==> src/rtl/vend_ctrl_multi.sv <==
// rtl/vend_ctrl_multi.sv - NUM_PROD-product quarter vending controller with credit, cancel/refund and serial change.
// Optional per-product stock tracking (restock/sold_out ports) is built when VEND_STOCK_EN is defined.
module vend_ctrl_multi #(
  parameter int NUM_PROD   = 4,
  parameter int CREDIT_W   = 3,
  parameter int MAX_CREDIT = 7,
  parameter logic [NUM_PROD*CREDIT_W-1:0] PRICES = {3'd4, 3'd3, 3'd2, 3'd3}
`ifdef VEND_STOCK_EN
  , parameter int STOCK_INIT = 4
`endif
) (
  input  logic                        clk,
  input  logic                        reset,
  input  logic                        coin_in,
  input  logic [NUM_PROD-1:0]         sel,
  input  logic                        cancel,
`ifdef VEND_STOCK_EN
  input  logic                        restock,
  output logic [NUM_PROD-1:0]         sold_out,
`endif
  output logic [CREDIT_W-1:0]         credit,
  output logic                        vend_valid,
  output logic [$clog2(NUM_PROD)-1:0] vend_id,
  output logic                        change_out,
  output logic                        coin_reject,
  output logic                        busy
);

  localparam int ID_W = $clog2(NUM_PROD);
  localparam logic [CREDIT_W-1:0] MAX_C = CREDIT_W'(MAX_CREDIT);

  typedef enum logic [1:0] {IDLE, VEND, CHANGE} state_t;

  state_t              state_q, state_d;
  logic [CREDIT_W-1:0] credit_q, credit_d;
  logic [ID_W-1:0]     vend_id_q, vend_id_d;
  logic                vend_valid_q, vend_valid_d;
  logic                change_out_q, change_out_d;
  logic                coin_reject_q, coin_reject_d;
  logic                busy_q, busy_d;

  logic [CREDIT_W-1:0] price [NUM_PROD];
  logic [ID_W-1:0]     sel_idx;
  logic                sel_onehot;
  logic                avail;

  for (genvar k = 0; k < NUM_PROD; k++) begin : g_price
    assign price[k] = PRICES[k*CREDIT_W +: CREDIT_W];
  end

  assign sel_onehot = (sel != '0) && ((sel & (sel - 1'b1)) == '0);

  always_comb begin
    sel_idx = '0;
    for (int i = 0; i < NUM_PROD; i++) begin
      if (sel[i]) sel_idx = ID_W'(i);
    end
  end

`ifdef VEND_STOCK_EN
  localparam int STOCK_W = $clog2(STOCK_INIT + 1);
  logic [STOCK_W-1:0] stock_q [NUM_PROD];
  logic               restock_go;
  logic               vend_go;

  // Restock only wins an IDLE cycle that nothing of higher priority claimed.
  assign restock_go = (state_q == IDLE) && (state_d == IDLE) && restock && !coin_in && !cancel;
  assign vend_go    = (state_q == IDLE) && (state_d == VEND);

  always_ff @(posedge clk) begin
    for (int i = 0; i < NUM_PROD; i++) begin
      if (reset || restock_go) begin
        stock_q[i] <= STOCK_W'(STOCK_INIT);
      end else if (vend_go && (sel_idx == ID_W'(i))) begin
        stock_q[i] <= stock_q[i] - 1'b1;
      end
    end
  end

  always_comb begin
    for (int i = 0; i < NUM_PROD; i++) begin
      sold_out[i] = (stock_q[i] == '0);
    end
  end

  assign avail = !sold_out[sel_idx];
`else
  assign avail = 1'b1;
`endif

  always_comb begin
    state_d       = state_q;
    credit_d      = credit_q;
    vend_id_d     = vend_id_q;
    vend_valid_d  = 1'b0;
    change_out_d  = 1'b0;
    coin_reject_d = 1'b0;
    unique case (state_q)
      IDLE: begin
        if (coin_in) begin
          if (credit_q == MAX_C) coin_reject_d = 1'b1;
          else                   credit_d      = credit_q + 1'b1;
        end else if (cancel && (credit_q != '0)) begin
          state_d      = CHANGE;
          credit_d     = credit_q - 1'b1;
          change_out_d = 1'b1;
        end else if (sel_onehot && (credit_q >= price[sel_idx]) && avail) begin
          state_d      = VEND;
          credit_d     = credit_q - price[sel_idx];
          vend_id_d    = sel_idx;
          vend_valid_d = 1'b1;
        end
      end
      VEND, CHANGE: begin
        coin_reject_d = coin_in;
        // Each returned quarter is debited on the edge that raises its change_out pulse.
        if (credit_q != '0) begin
          state_d      = CHANGE;
          credit_d     = credit_q - 1'b1;
          change_out_d = 1'b1;
        end else begin
          state_d = IDLE;
        end
      end
      default: state_d = IDLE;
    endcase
    busy_d = (state_d != IDLE);
  end

  always_ff @(posedge clk) begin
    if (reset) begin
      state_q       <= IDLE;
      credit_q      <= '0;
      vend_id_q     <= '0;
      vend_valid_q  <= 1'b0;
      change_out_q  <= 1'b0;
      coin_reject_q <= 1'b0;
      busy_q        <= 1'b0;
    end else begin
      state_q       <= state_d;
      credit_q      <= credit_d;
      vend_id_q     <= vend_id_d;
      vend_valid_q  <= vend_valid_d;
      change_out_q  <= change_out_d;
      coin_reject_q <= coin_reject_d;
      busy_q        <= busy_d;
    end
  end

  assign credit      = credit_q;
  assign vend_valid  = vend_valid_q;
  assign vend_id     = vend_id_q;
  assign change_out  = change_out_q;
  assign coin_reject = coin_reject_q;
  assign busy        = busy_q;

endmodule

==> config.mk <==
export PLATFORM = sky130hd
export DESIGN_NAME = vend_ctrl_multi
export DESIGN_NICKNAME = d
export VERILOG_FILES = /design/src/rtl/vend_ctrl_multi.sv
export SDC_FILE = /design/constraint.sdc
export NUM_CORES = 1
export LEC_CHECK = 0
export ABC_AREA = 1
export BUFFER_PORTS_ARGS = -buffer_cell sky130_fd_sc_hd__buf_4
export CAP_MARGIN = 15
export CORE_UTILIZATION = 52
export CTS_CLUSTER_SIZE = 14
export DETAILED_ROUTE_END_ITERATION = 10
export GPL_TIMING_DRIVEN = 0
export PLACE_DENSITY_LB_ADDON = 0.12
export SLEW_MARGIN = 40
export SYNTH_ARGS = -nofsm -noshare
export SYNTH_HDL_FRONTEND = slang
export SYNTH_SLANG_ARGS = --single-unit
==> constraint.sdc <==
create_clock -name clk -period 4.7 [get_ports clk]
set_input_delay 1.175 -clock clk [delete_from_list [all_inputs] [get_ports clk]]
set_output_delay 1.175 -clock clk [all_outputs]
set_load 0.02 [all_outputs]
# Yosys cells after proc, flatten, opt, wreduce, memory -nomap -nowiden
# Cells that the tools add are included.
# word_totals
register_bits,11
out_inout_bits,9
elab_cells,62
# classes
add_sub_neg,4
magnitude_cmp,2
n_eq_ne,6
mux,25
bitwise,5
n_reduce_logical,13
# op_table
operator,count
$mux 3,7
$mux 2,6
$reduce_and 4->1,2
$mux 1,7
$bmux 3 s2,1
$pmux 3 s2,1
$and 4x4->4,1
$logic_not 4->1,1
$ne 4x4->1 const B,1
$pmux 1 s2,2
$pmux 2 s2,1
$reduce_bool 2->1,2
$reduce_bool 4->1,1
$reduce_or 4->1,1
$sub 4x1->4 const B,1
$add 3x1->3 const B,1
$eq 3x3->1 const B,1
$ge 3x3->1,1
$ge 3x3->1 const B,1
$logic_and 1x1->1,3
$ne 3x3->1 const B,1
$not 1->1,3
$not 2->3,1
$reduce_bool 3->1,1
other kinds (7),7

# Depth between registers and ports, before layout
# Gate-level depths: netlist (run 1).
# logic_depth
word_depth,14
mapped_depth,12
mapped_depth_nobuf,12

# Worst setup path before layout (run 1)
# No wires, ideal clock.
# synth_path
kind,input-to-reg
startpoint,in sel[2]
endpoint,"reg credit_q[2], in the netlist credit[2]"
setup_time_ns,0.114
t_arrival_ns,2.425
required_ns,4.586
setup_slack_ns,2.161
stages,11
path_buffers,0
path_cell_list,inv_1 > a21oi_1 > ha_1 > inv_1 > fa_1 > xnor2_1 > nand2_1 > o21bai_1 > nor2_1 > nor2_1 > nor2_2
# synth_via
elab_chain_cells,11
# synth_rtl
item,line_no,text
start: declaration,15,"input logic [NUM_PROD-1:0] sel,"
$mux 2 (2 in series),56,if (sel[i]) sel_idx = ID_W'(i);
$not 2->3 (implied by the code),"107, 109",
$bmux 3 s2,"107, 109",
$mux 3 (implied by the code) (2 in series),"107, 109",
$sub 3x3->3,109,credit_d = credit_q - price[sel_idx];
$mux 3,107,end else if (sel_onehot && (credit_q >= price[sel_idx]) && avail) begin
$mux 3,103,end else if (cancel && (credit_q != '0)) begin
$mux 3,100,if (coin_in) begin
$pmux 3 s2,98,unique case (state_q)
end signal: assignment,141,credit_q <= credit_d;
end: declaration,35,"logic [CREDIT_W-1:0] credit_q, credit_d;"
# Parallel ways exist; a longest one is shown, timed or not. The select of a mux whose other input is x is not followed.
# A chain may end at the register's enable or synchronous reset.

# Worst setup path in the final report (run 1)
# layout_path
startpoint,in sel[1]
endpoint,"reg credit_q[2], in the netlist credit[2]"
# layout_via
elab_chain_cells,12
# layout_rtl
item,line_no
$mux 1,56
$mux 2 (2 in series),56
$not 2->3 (implied by the code),"107, 109"
$bmux 3 s2,"107, 109"
$mux 3 (implied by the code) (2 in series),"107, 109"
$sub 3x3->3,109
$mux 3,107
$mux 3,103
$mux 3,100
$pmux 3 s2,98
# Parallel ways exist; a longest one is shown, timed or not. The select of a mux whose other input is x is not followed.

==> qor.yml, run 1 <==
yosys:
  yosys_warnings: 0
  synth_area_um2: 822.0
  avgSynthCellArea_um2: 6.908
  synthTopCellsByArea: "dfxtp_1, ha_1, nand2_1"
  yosysTopAreaCellShare_pct: 26.79
  syn-num-nets: 137
  yosysTopAreaCell: "dfxtp_1"
  synth_cell_types: 24
  synth_cells: 119
  synth-seq-cells: 11
  yosysSeqAreaShare_pct: 26.79
worst_setup_path:
  path_cells: "buf_4 -> a21oi_1 -> ha_1 -> inv_1 -> fa_1 -> xnor2_1 -> nand2_1 -> o21bai_1 -> nor2_1 -> nor2_1 -> nor2_2"
  crit_arrival_ns: 2.69
  cp-end-kind: "flop"
  cpMostUsedCell: "nor2_1"
  crit_type: "input pin to flop"
  worstPathMaxFanout: 4
  rr_startpoint: "credit[0]$_SDFFE_PP0P_"
  critPathBufInv: 2
  r2r-end: "credit[2]$_SDFFE_PP0P_"
  crit_required_ns: 4.87
  reg2reg_depth: 10
  cp_top_family: "adder cells"
  cpMaxStageDelayCell: "fa_1"
  crit_path_max_incr_delay_ns: 0.37
  start_kind: "input pin"
  regToRegSetupSlack_ns: 2.88
clocking:
  cts.path.max_buffers: 2
  post_cts_buffers: 0
  cts_hold_buffers: 0
  htreeDepth: 1
  clock-sinks: 11
  cts_buffers: 3
  cts_resized: 0
  clockRootBuffer: "clkbuf_4"
  cts_tree: "yes"
  clkTransAtPathRegs_ns: 0.08
  worst_skew_pair.late_latency_ns: 0.28
route:
  ant_nets: 0
  vias: 777
  wirelength_um: 1721
  post-route-drc-count: 0
  wl_per_cell_um: 11.18
  drt_iter0_markers: 10
  first_pass_iters: 4
  viasPerCell: 5.045
finish:
  n_antenna_cell: 0
  final_cell_mix: "nand2_1, inv_1, buf_4"
  nNetsFinal: 158
  drive_gt1_share_pct: 28.06
  layout_commonest_cell: "nand2_1"
  area_growth_pct: 20.24
timing:
  finalSetupTns_ns: 0
  hold_viol: 0
  rsz0062_at_grt: "false"
  fin_skew_ns: 0.007742
  max-slew-margin-rel_pct: 84.22
  max_freq_mhz: 397.3
  min_period_over_period_pct: 53.56
  tightest_slew_ns: 0.2364
  finalSetupViolations: 0
  finalCriticalPeriod_ns: 2.517
  slew_viol_final: 0
  hold_ws_ns: 0.4723
floorplan:
  die_w_um: 41.76
  design.core.area_mm2: 0.001383
  die_height_um: 41.76
  fp-row-count: 13
  ios: 17
  initial_core_util_pct: 59.46
  die_area_mm2: 0.001744
power_and_ir_drop:
  cellLeakagePower_nw: 0.5653
  report.power.total_mw: 0.5651
  peakVddDrop_v: 0.0002611
  powerDensity_mw_per_mm2: 571.7
outcome:
  outcome: "finished clean"
global_route:
  grt_pass1_vias: 720
  grt_usage_pct: 21.49
  antenna_found_initial: 0
  grt_pass1_wl_um: 2856
  grt_max_degree: 8
  gr-total-overflow: 0
flow_run:
  maxCapViolCount: 0
min_path:
  min_path_cells: 2
  min_to: "vend_id[1]$_SDFFE_PP0P_"
  min_path_type: "flop to flop"
  min_from: "vend_id[1]$_SDFFE_PP0P_"
placed_design:
  gp_congestion: 0.8627
  port_buffers: 16
  hpwl_um: 1384
[cell usage after synthesis]
| cell | number |
|---|---|
| a21boi_2 | 1 |
| a21o_1 | 1 |
| a21oi_1 | 5 |
| a21oi_2 | 1 |
| and3_1 | 1 |
| buf_2 | 1 |
| dfxtp_1 | 11 |
| fa_1 | 1 |
| ha_1 | 9 |
| inv_1 | 20 |
| inv_2 | 2 |
| nand2_1 | 26 |
| nand2_2 | 7 |
| nand3_1 | 11 |
| nand4_1 | 1 |
| nor2_1 | 7 |
| nor2_2 | 6 |
| nor2_4 | 1 |
| nor3_1 | 2 |
| o21ai_0 | 1 |
| o21ai_1 | 1 |
| o21bai_1 | 1 |
| xnor2_1 | 1 |
| xor2_1 | 1 |
[layer usage]
metal	up-vias	GRT usage, %	wire length (um)
li1	413	-	-
met4	0	6.452	6
met2	20	40.31	864
met3	2	7.826	98
met5	-	0	0
met1	342	21.75	752
[worst reg2reg max path, cell delays in order (launching register included)]
cell and delay (ns):
dfxtp_1 0.35, inv_1 0.17, ha_1 0.17, inv_1 0.06
fa_1 0.37, xnor2_1 0.17, nand2_1 0.06, o21bai_1 0.14
nor2_1 0.06, nor2_1 0.12, nor2_2 0.05
[kinds of logic after synthesis]
family / Yosys count / share of synthesized area, %
compound gates: 11 / 8.523
xor+xnor: 2 / 2.131
fa+ha+maj: 10 / 16.13
buf+inv: 23 / 10.65
flops: 11 / 26.79
simple gates: 62 / 35.77
[power by group]
part	switching [mW]	internal [mW]	leakage [nW]
Clock	0.0347	0.0316	0.0177
Combinational	0.219	0.141	0.457
Sequential	0.0207	0.119	0.0901
Total	0.274	0.291	0.565
[registers in the layout, summed over array words and instances (netlist names)]
register     cells
busy             1
change_out       1
coin_reject      1
credit           3
state_q          2
vend_id          2
vend_valid       1
[worst max path at each step]
| stage | startpoint | slack (ns) | cells after the start | endpoint |
|---|---|---|---|---|
| floorplan | sel[2] | 2.16 | 11 | credit[2]$_SDFFE_PP0P_ |
| global placement | sel[1] | 1.90 | 11 | credit[2]$_SDFFE_PP0P_ |
| detailed placement | sel[1] | 1.89 | 11 | credit[2]$_SDFFE_PP0P_ |
| CTS | sel[1] | 2.17 | 11 | credit[2]$_SDFFE_PP0P_ |
| global route | sel[2] | 2.07 | 12 | credit[2]$_SDFFE_PP0P_ |
| finish | sel[1] | 2.18 | 11 | credit[2]$_SDFFE_PP0P_ |
[stage by stage]
step	instance area [um2]	setup WS, ns	instances	utilization (%)
after floorplan	822.0	2.161	119	-
after global placement	960.9	1.899	150	69.50
after detailed placement	960.9	1.888	150	69.50
after CTS	988.4	2.172	154	71.49
after global routing	988.4	2.071	154	71.49
final	988.4	2.183	154	71.49
[cell type report]
class                   instances  area, um2
well taps                      15      18.77
clock buffers                   3      22.52
flip-flops and latches         11      220.2
clock inverters                 1      5.005
plain buffers                   1      5.005
inverters                      22      82.58
fillers                       133      394.1
multi-input cells              85      514.2
repair buffers                 16      120.1
Note: power is estimated with default switching activity, not from simulation.
==> run 2: changes to the inputs <==
Settings changed: ABC_AREA 1 to 0, CORE_UTILIZATION 52 to 47.
Clock period 4.7 ns to 2.25 ns, I/O delays scaled along.
==> run 2 against run 1 <==
  * Synthesized area down 0.15%
  * Routed wire length is 3.5% lower
  * Die area is 10% higher
  * Register-to-register slack lost 2.7 ns
  * The flow now finishes with violations (DRC)
  * Largest cell class unchanged
  * Total power is 94% higher
==> qor.yml, run 2 <==
power_and_ir_drop:
  peakVddDrop_v: 0.0005729  # was 0.0002611 V
  clkPwrFrac_pct: 12.7  # was 11.7%
  internal_power_mw: 0.6213  # was 0.2912 mW
  p_switching_mw: 0.4765  # was 0.2738 mW
  swShare_pct: 43.40  # was 48.46%
  seqPwrFrac_pct: 26.3  # was 24.6%
  power_frac_comb_pct: 61.0  # was 63.6%
  powerDensity_mw_per_mm2: 1121  # was 571.7 mW/mm2
  cellLeakagePower_nw: 0.4927  # was 0.5653 nW
clocking:
  clockRootBuffer: "clkbuf_4"  # unchanged
  clock-sinks: 11  # unchanged
  cts_tree: "yes"  # unchanged
  cts_hold_buffers: 0  # unchanged
  clkTransAtPathRegs_ns: 0.08  # about the same
  htreeDepth: 1  # unchanged
  cts_resized: 0  # unchanged
  worst_skew_pair.late_latency_ns: 0.27  # was 0.28 ns
  cts.path.max_buffers: 2  # unchanged
  post_cts_buffers: 0  # unchanged
  cts_buffers: 3  # unchanged
global_route:
  grt_max_degree: 11  # was 8
  gr-total-overflow: 0  # unchanged
  grt_pass1_vias: 665  # was 720
  antenna_found_initial: 0  # unchanged
  grt_pass1_wl_um: 2704  # was 2856 um
  grt_usage_pct: 19.88  # was 21.49%
yosys:
  synth_common_cells: "dfxtp_1, inv_1, ha_1, nand2_1"  # was nand2_1, inv_1, dfxtp_1, nand3_1, ha_1
  synth_area_um2: 820.8  # was 822.0 um2
  yosysTopAreaCellShare_pct: 26.83  # was 26.79%
  synth-seq-cells: 11  # unchanged
  yosys_warnings: 0  # unchanged
  avgSynthCellArea_um2: 8.462  # was 6.908 um2
  yosysSeqAreaShare_pct: 26.83  # was 26.79%
  synth_flop_cell: "dfxtp_1"  # unchanged
  synth_edf_count: 0  # unchanged
  synthTopCellsByArea: "dfxtp_1, ha_1, inv_1"  # was dfxtp_1, ha_1, nand2_1
  synth_cells: 97  # was 119
  async_flop_share_pct: 0  # unchanged
  synth_cell_types: 36  # was 24
  yosysTopAreaCell: "dfxtp_1"  # unchanged
  syn-num-nets: 115  # was 137
floorplan:
  die_height_um: 43.79  # was 41.76 um
  initial_core_util_pct: 52.06  # was 59.46%
  ios: 17  # unchanged
  die_area_mm2: 0.001918  # was 0.001744 mm2
  fp-row-count: 14  # was 13
  die_w_um: 43.79  # was 41.76 um
  design.core.area_mm2: 0.001577  # was 0.001383 mm2
route:
  wirelength_um: 1660  # was 1721 um
  post-route-drc-count: 3  # was 0
  drt_iter0_markers: 29  # was 10
  viasPerCell: 5.591  # was 5.045
  ant_nets: 0  # unchanged
  first_pass_iters: 7  # was 4
  vias: 738  # was 777
  wl_per_cell_um: 12.58  # was 11.18 um
timing:
  min_period_over_period_pct: 94.51
  slew_viol_final: 0  # unchanged
  finalSetupTns_ns: 0  # unchanged
  rsz0062_at_grt: "false"  # unchanged
  finalCriticalPeriod_ns: 2.126
  tightest_slew_ns: 0.4200  # was 0.2364 ns
  finalSetupViolations: 0  # unchanged
  hold_viol: 0  # unchanged
  max_freq_mhz: 470.3
  finalWorstSetupSlack_ns: 0.1236  # was 2.183 ns
  fin_skew_ns: 0.01108  # was 0.007742 ns
  max-slew-margin-rel_pct: 71.87  # was 84.22%
worst_setup_path:
  cpMostUsedCell: "a21oi_1"  # was nor2_1
  worstPathMaxFanout: 5  # was 4
  path_cells: "buf_4 -> inv_1 -> a21oi_1 -> ha_1 -> nand2b_1 -> a31oi_1 -> a21oi_1 -> nand2_1 -> mux2_4"  # was buf_4 -> a21oi_1 -> ha_1 -> inv_1 -> fa_1 -> xnor2_1 -> nand2_1 -> o21bai_1 -> nor2_1 -> nor2_1 -> nor2_2
  crit_path_max_incr_delay_ns: 0.37  # about the same
  crit_type: "input pin to flop"  # unchanged
  start_kind: "input pin"  # unchanged
  crit_required_ns: 2.42  # was 4.87 ns
  cpMaxStageDelayCell: "a31oi_1"  # was fa_1
  crit_arrival_ns: 2.29  # was 2.69 ns
  cp-end-kind: "flop"  # unchanged
finish:
  drive_gt1_share_pct: 25.00  # was 28.06%
  multi_input_area_um2: 545.5  # was 514.2 um2
  seqCellArea_um2: 220.2  # unchanged
  fin_util_pct: 62.14  # was 71.49%
  layout_commonest_cell: "buf_4"  # was nand2_1
  nNetsFinal: 135  # was 158
  area_growth_pct: 19.36  # was 20.24%
  largest_register_ffs: 3  # unchanged
  fill_cells: 154  # was 133
  final_cell_mix: "buf_4, inv_1, dfxtp_1"  # was nand2_1, inv_1, buf_4
  n_antenna_cell: 0  # unchanged
  design_area_um2: 979.7  # was 988.4 um2
  finalNonFillerCells: 132  # was 154
outcome:
  violations: "DRC"
  outcome: "finished with violations"  # was finished clean
placed_design:
  placed_cell_area_um2: 953.4  # was 960.9 um2
  dp_cells: 128  # was 150
  hpwl_um: 1267  # was 1384 um
  dp_slack_ns: -0.1476  # was 1.888 ns
  gp_congestion: 0.7823  # was 0.8627
  port_buffers: 15  # was 16
min_path:
  min_path_type: "flop to flop"  # unchanged
flow_run:
  maxCapViolCount: 0  # unchanged
[run 2: worst paths after layout]
check	startpoint	endpoint	slack, ns	cells past startpoint
setup / recovery	sel[2]	vend_id[0]$_SDFFE_PP0P_	0.12	9
hold / removal	vend_id[1]$_SDFFE_PP0P_	vend_id[1]$_SDFFE_PP0P_	0.47	2
setup reg to reg	credit[0]$_SDFFE_PP0P_	credit[1]$_SDFFE_PP0P_	0.21	7
hold reg to reg	vend_id[1]$_SDFFE_PP0P_	vend_id[1]$_SDFFE_PP0P_	0.47	2
[run 2: cell families after synthesis]
logic type	Yosys count	share of synthesized area, %
adder cells (fa/ha/maj)	10	16.16
flip-flops	11	26.83
AO/OA/AOI/OAI	27	24.08
AND/OR/NAND/NOR	28	17.38
buffers and inverters	14	6.707
multiplexers	5	6.707
XOR/XNOR	2	2.135
[run 2: power groups by stage]
| stage | registers (mW) | logic, mW | clock network [mW] |
|---|---|---|---|
| after global placement | 0.293 | 0.658 | 0 |
| after detailed placement | 0.293 | 0.668 | 0 |
| after floorplan | 0.333 | 0.466 | 0 |
| final | 0.288 | 0.670 | 0.139 |
| after global routing | 0.296 | 0.738 | 0.156 |
| after CTS | 0.288 | 0.673 | 0.142 |
[run 2: metal layers]
| metal | global-route usage (%) | wire length, um | vias up | share of wire [%] |
|---|---|---|---|---|
| met5 | 0 | 0 | - | 0 |
| met4 | 10.63 | 35 | 0 | 2.1 |
| met3 | 5.000 | 79 | 6 | 4.8 |
| met2 | 34.93 | 765 | 22 | 46 |
| met1 | 21.68 | 780 | 330 | 47 |
| li1 | - | - | 380 | - |
[run 2: area by class of cell]
cell class | count | share of cell area (%)
inverter | 11 | 4.215
buffer | 3 | 1.405
multi-input combinational | 72 | 55.68
timing repair buffer | 15 | 11.49
clock buffer | 4 | 2.682
tap | 16 | 2.043
sequential | 11 | 22.48
[run 2: metrics by stage]
| step | power [mW] | hold WS (ns) |
|---|---|---|
| 2_1_floorplan | 0.7993 | 0.4961 |
| 3_3_place_gp | 0.9513 | 0.4486 |
| 3_5_place_dp | 0.9609 | 0.4550 |
| 4_1_cts | 1.104 | 0.4734 |
| 5_1_grt | 1.190 | 0.5076 |
| 6_report | 1.098 | 0.4674 |
[run 2: worst max-delay path: cells and delay by family]
family          cells  cell delay, ns
fa+ha+maj           1            0.29
simple gates        2            0.33
mux                 1            0.31
compound gates      3            0.67
buf+inv             2            0.15
==> run 3: changes to the inputs <==
Settings changed: CTS_BUF_LIST from default to sky130_fd_sc_hd__clkbuf_16, GPL_TIMING_DRIVEN 0 to 1.
==> run 3 against run 2 <==
  * The run still ends with DRC left
  * Sequential cell count is the same
  * First-iteration DRC count shrank 62%
  * Global-route usage grew 2.5 points
  * Sequential share of layout area shrank 1.6 points
  * Critical path type unchanged
==> qor.yml, run 3 (synthesis results as in run 2) <==
finish:
  nNetsFinal: 137  # was 135
  fin_util_pct: 66.98  # was 62.14%
  final_cell_mix: "buf_4, inv_1, dfxtp_1"  # unchanged
  n_antenna_cell: 0  # unchanged
  drive_gt1_share_pct: 27.12  # was 25.00%
  area_growth_pct: 28.66  # was 19.36%
  fill_cells: 125  # was 154
  largest_register_ffs: 3  # unchanged
  layout_commonest_cell: "buf_4"  # unchanged
route:
  wirelength_um: 1708  # was 1660 um
  drt_iter0_markers: 11  # was 29
  vias: 744  # was 738
  post-route-drc-count: 3  # unchanged
  first_pass_iters: 7  # unchanged
  wl_per_cell_um: 12.75  # was 12.58 um
  ant_nets: 0  # unchanged
  viasPerCell: 5.552  # was 5.591
floorplan:
  fp-row-count: 14  # unchanged
  die_w_um: 43.79  # unchanged
  ios: 17  # unchanged
  die_height_um: 43.79  # unchanged
  initial_core_util_pct: 52.06  # unchanged
  die_area_mm2: 0.001918  # unchanged
  design.core.area_mm2: 0.001577  # unchanged
global_route:
  gr-total-overflow: 0  # unchanged
  busiest_layer: "met2"  # unchanged
  grt_pass1_wl_um: 2980  # was 2704 um
  grtUsageMet1_pct: 26.28  # was 21.68%
  grt_pass1_vias: 678  # was 665
  grt_use_met3_pct: 7.500  # was 5.000%
  grt_usage_pct: 22.38  # was 19.88%
  grt_max_degree: 11  # unchanged
  antenna_found_initial: 0  # unchanged
  use_met2_pct: 36.12  # was 34.93%
timing:
  finalWorstSetupSlack_ns: 0.2184  # was 0.1236 ns
  finalSetupViolations: 0  # unchanged
  finalCriticalPeriod_ns: 2.032  # was 2.126 ns
  max_freq_mhz: 492.2  # was 470.3 MHz
  tightest_slew_ns: 0.3595  # was 0.4200 ns
  rsz0062_at_grt: "false"  # unchanged
  slew_viol_final: 0  # unchanged
  max-slew-margin-rel_pct: 75.92  # was 71.87%
  fin_skew_ns: 0.004760  # was 0.01108 ns
  min_period_over_period_pct: 90.29  # was 94.51%
  hold_viol: 0  # unchanged
worst_setup_path:
  start_kind: "input pin"  # unchanged
  path_cells: "buf_4 -> inv_1 -> a21oi_1 -> ha_1 -> nand2b_1 -> a31oi_1 -> a211oi_2 -> nand2_2 -> o311a_1"  # was buf_4 -> inv_1 -> a21oi_1 -> ha_1 -> nand2b_1 -> a31oi_1 -> a21oi_1 -> nand2_1 -> mux2_4
  crit_arrival_ns: 2.16  # was 2.29 ns
  worstPathMaxFanout: 4  # was 5
  crit_path_max_incr_delay_ns: 0.39  # was 0.37 ns
  crit_type: "input pin to flop"  # unchanged
  cp-end-kind: "flop"  # unchanged
  cpMaxStageDelayCell: "a211oi_2"  # was a31oi_1
  critPathBufInv: 2  # unchanged
  crit_required_ns: 2.38  # was 2.42 ns
  cp_top_family: "compound AO/OA/AOI/OAI gates"  # unchanged
placed_design:
  hpwl_um: 1322  # was 1267 um
  gp_congestion: 0.8058  # was 0.7823
  port_buffers: 16  # was 15
  dp_slack_ns: -0.02842  # was -0.1476 ns
clocking:
  clkTransAtPathRegs_ns: 0.04  # was 0.08 ns
  cts_hold_buffers: 0  # unchanged
  worst_skew_pair.late_latency_ns: 0.24  # was 0.27 ns
  cts_tree: "yes"  # unchanged
  cts.path.max_buffers: 2  # unchanged
  clockRootBuffer: "clkbuf_16"  # was clkbuf_4
  post_cts_buffers: 0  # unchanged
  cts_resized: 0  # unchanged
  htreeDepth: 1  # unchanged
  clock-sinks: 11  # unchanged
  cts_buffers: 3  # unchanged
outcome:
  violations: "DRC"  # unchanged
  outcome: "finished with violations"  # unchanged
flow_run:
  maxCapViolCount: 0  # unchanged
power_and_ir_drop:
  cellLeakagePower_nw: 0.5331  # was 0.4927 nW
  powerDensity_mw_per_mm2: 1252  # was 1121 mW/mm2
  peakVddDrop_v: 0.0007325  # was 0.0005729 V
  report.power.total_mw: 1.322  # was 1.098 mW
min_path:
  min_path_type: "flop to flop"  # unchanged
-- run 3: cell types whose count changed in the layout (fill, tap and decap cells not counted) --
| cell | delta |
|---|---|
| buf_4 | +5 |
| clkbuf_16 | +3 |
| clkbuf_4 | -3 |
| buf_2 | -2 |
| clkbuf_1 | -2 |
| inv_1 | +1 |
-- run 3: final timing paths --
check,start,endpoint,slack [ns],cells after the start
worst max-delay path,sel[2],credit[1]$_SDFFE_PP0P_,0.22,9
worst min-delay path,vend_id[1]$_SDFFE_PP0P_,vend_id[1]$_SDFFE_PP0P_,0.46,2
worst max register to register,credit[1]$_SDFFE_PP0P_,credit[1]$_SDFFE_PP0P_,0.26,7
worst min register to register,vend_id[1]$_SDFFE_PP0P_,vend_id[1]$_SDFFE_PP0P_,0.46,2
-- run 3: stage by stage --
step                      TNS [ns]  area [um2]  cells  hold WS, ns
after floorplan                  0       820.8     97       0.4961
after global placement           0       977.2    130       0.4513
after detailed placement  -0.04355       977.2    130       0.4591
after CTS                        0        1056    134       0.4646
after global routing             0        1056    134       0.4976
final                            0        1056    134       0.4593
-- run 3: tightest hold or removal path, delay by kind of cell, from the launching register on --
family | cells | cell delay (ns)
DFF | 1 | 0.30
muxes | 1 | 0.05
and+or+nand+nor | 1 | 0.05
-- run 3: final cells by class --
cell class	instances	area, um2	share of cell area, %
multi-input combinational	72	545.5	51.66
sequential	11	220.2	20.85
timing repair buffer	20	150.1	14.22
clock buffer	3	75.07	7.109
inverter	11	41.29	3.910
tap	16	20.02	1.896
clock inverter	1	3.754	0.3555
-- run 3: where the power goes --
part | switching [mW] | leakage [nW] | internal, mW | total, mW
sequential | 0.0451 | 0.0899 | 0.247 | 0.292
clock | 0.0922 | 0.0423 | 0.234 | 0.326
combinational | 0.367 | 0.401 | 0.338 | 0.705
total | 0.504 | 0.533 | 0.818 | 1.32
-- run 3: layer usage --
metal / up-vias / part of all wire [%]
met5: - / 0
met4: 0 / 2.1
met3: 4 / 5.6
met2: 17 / 48
met1: 344 / 45
li1: 379 / -
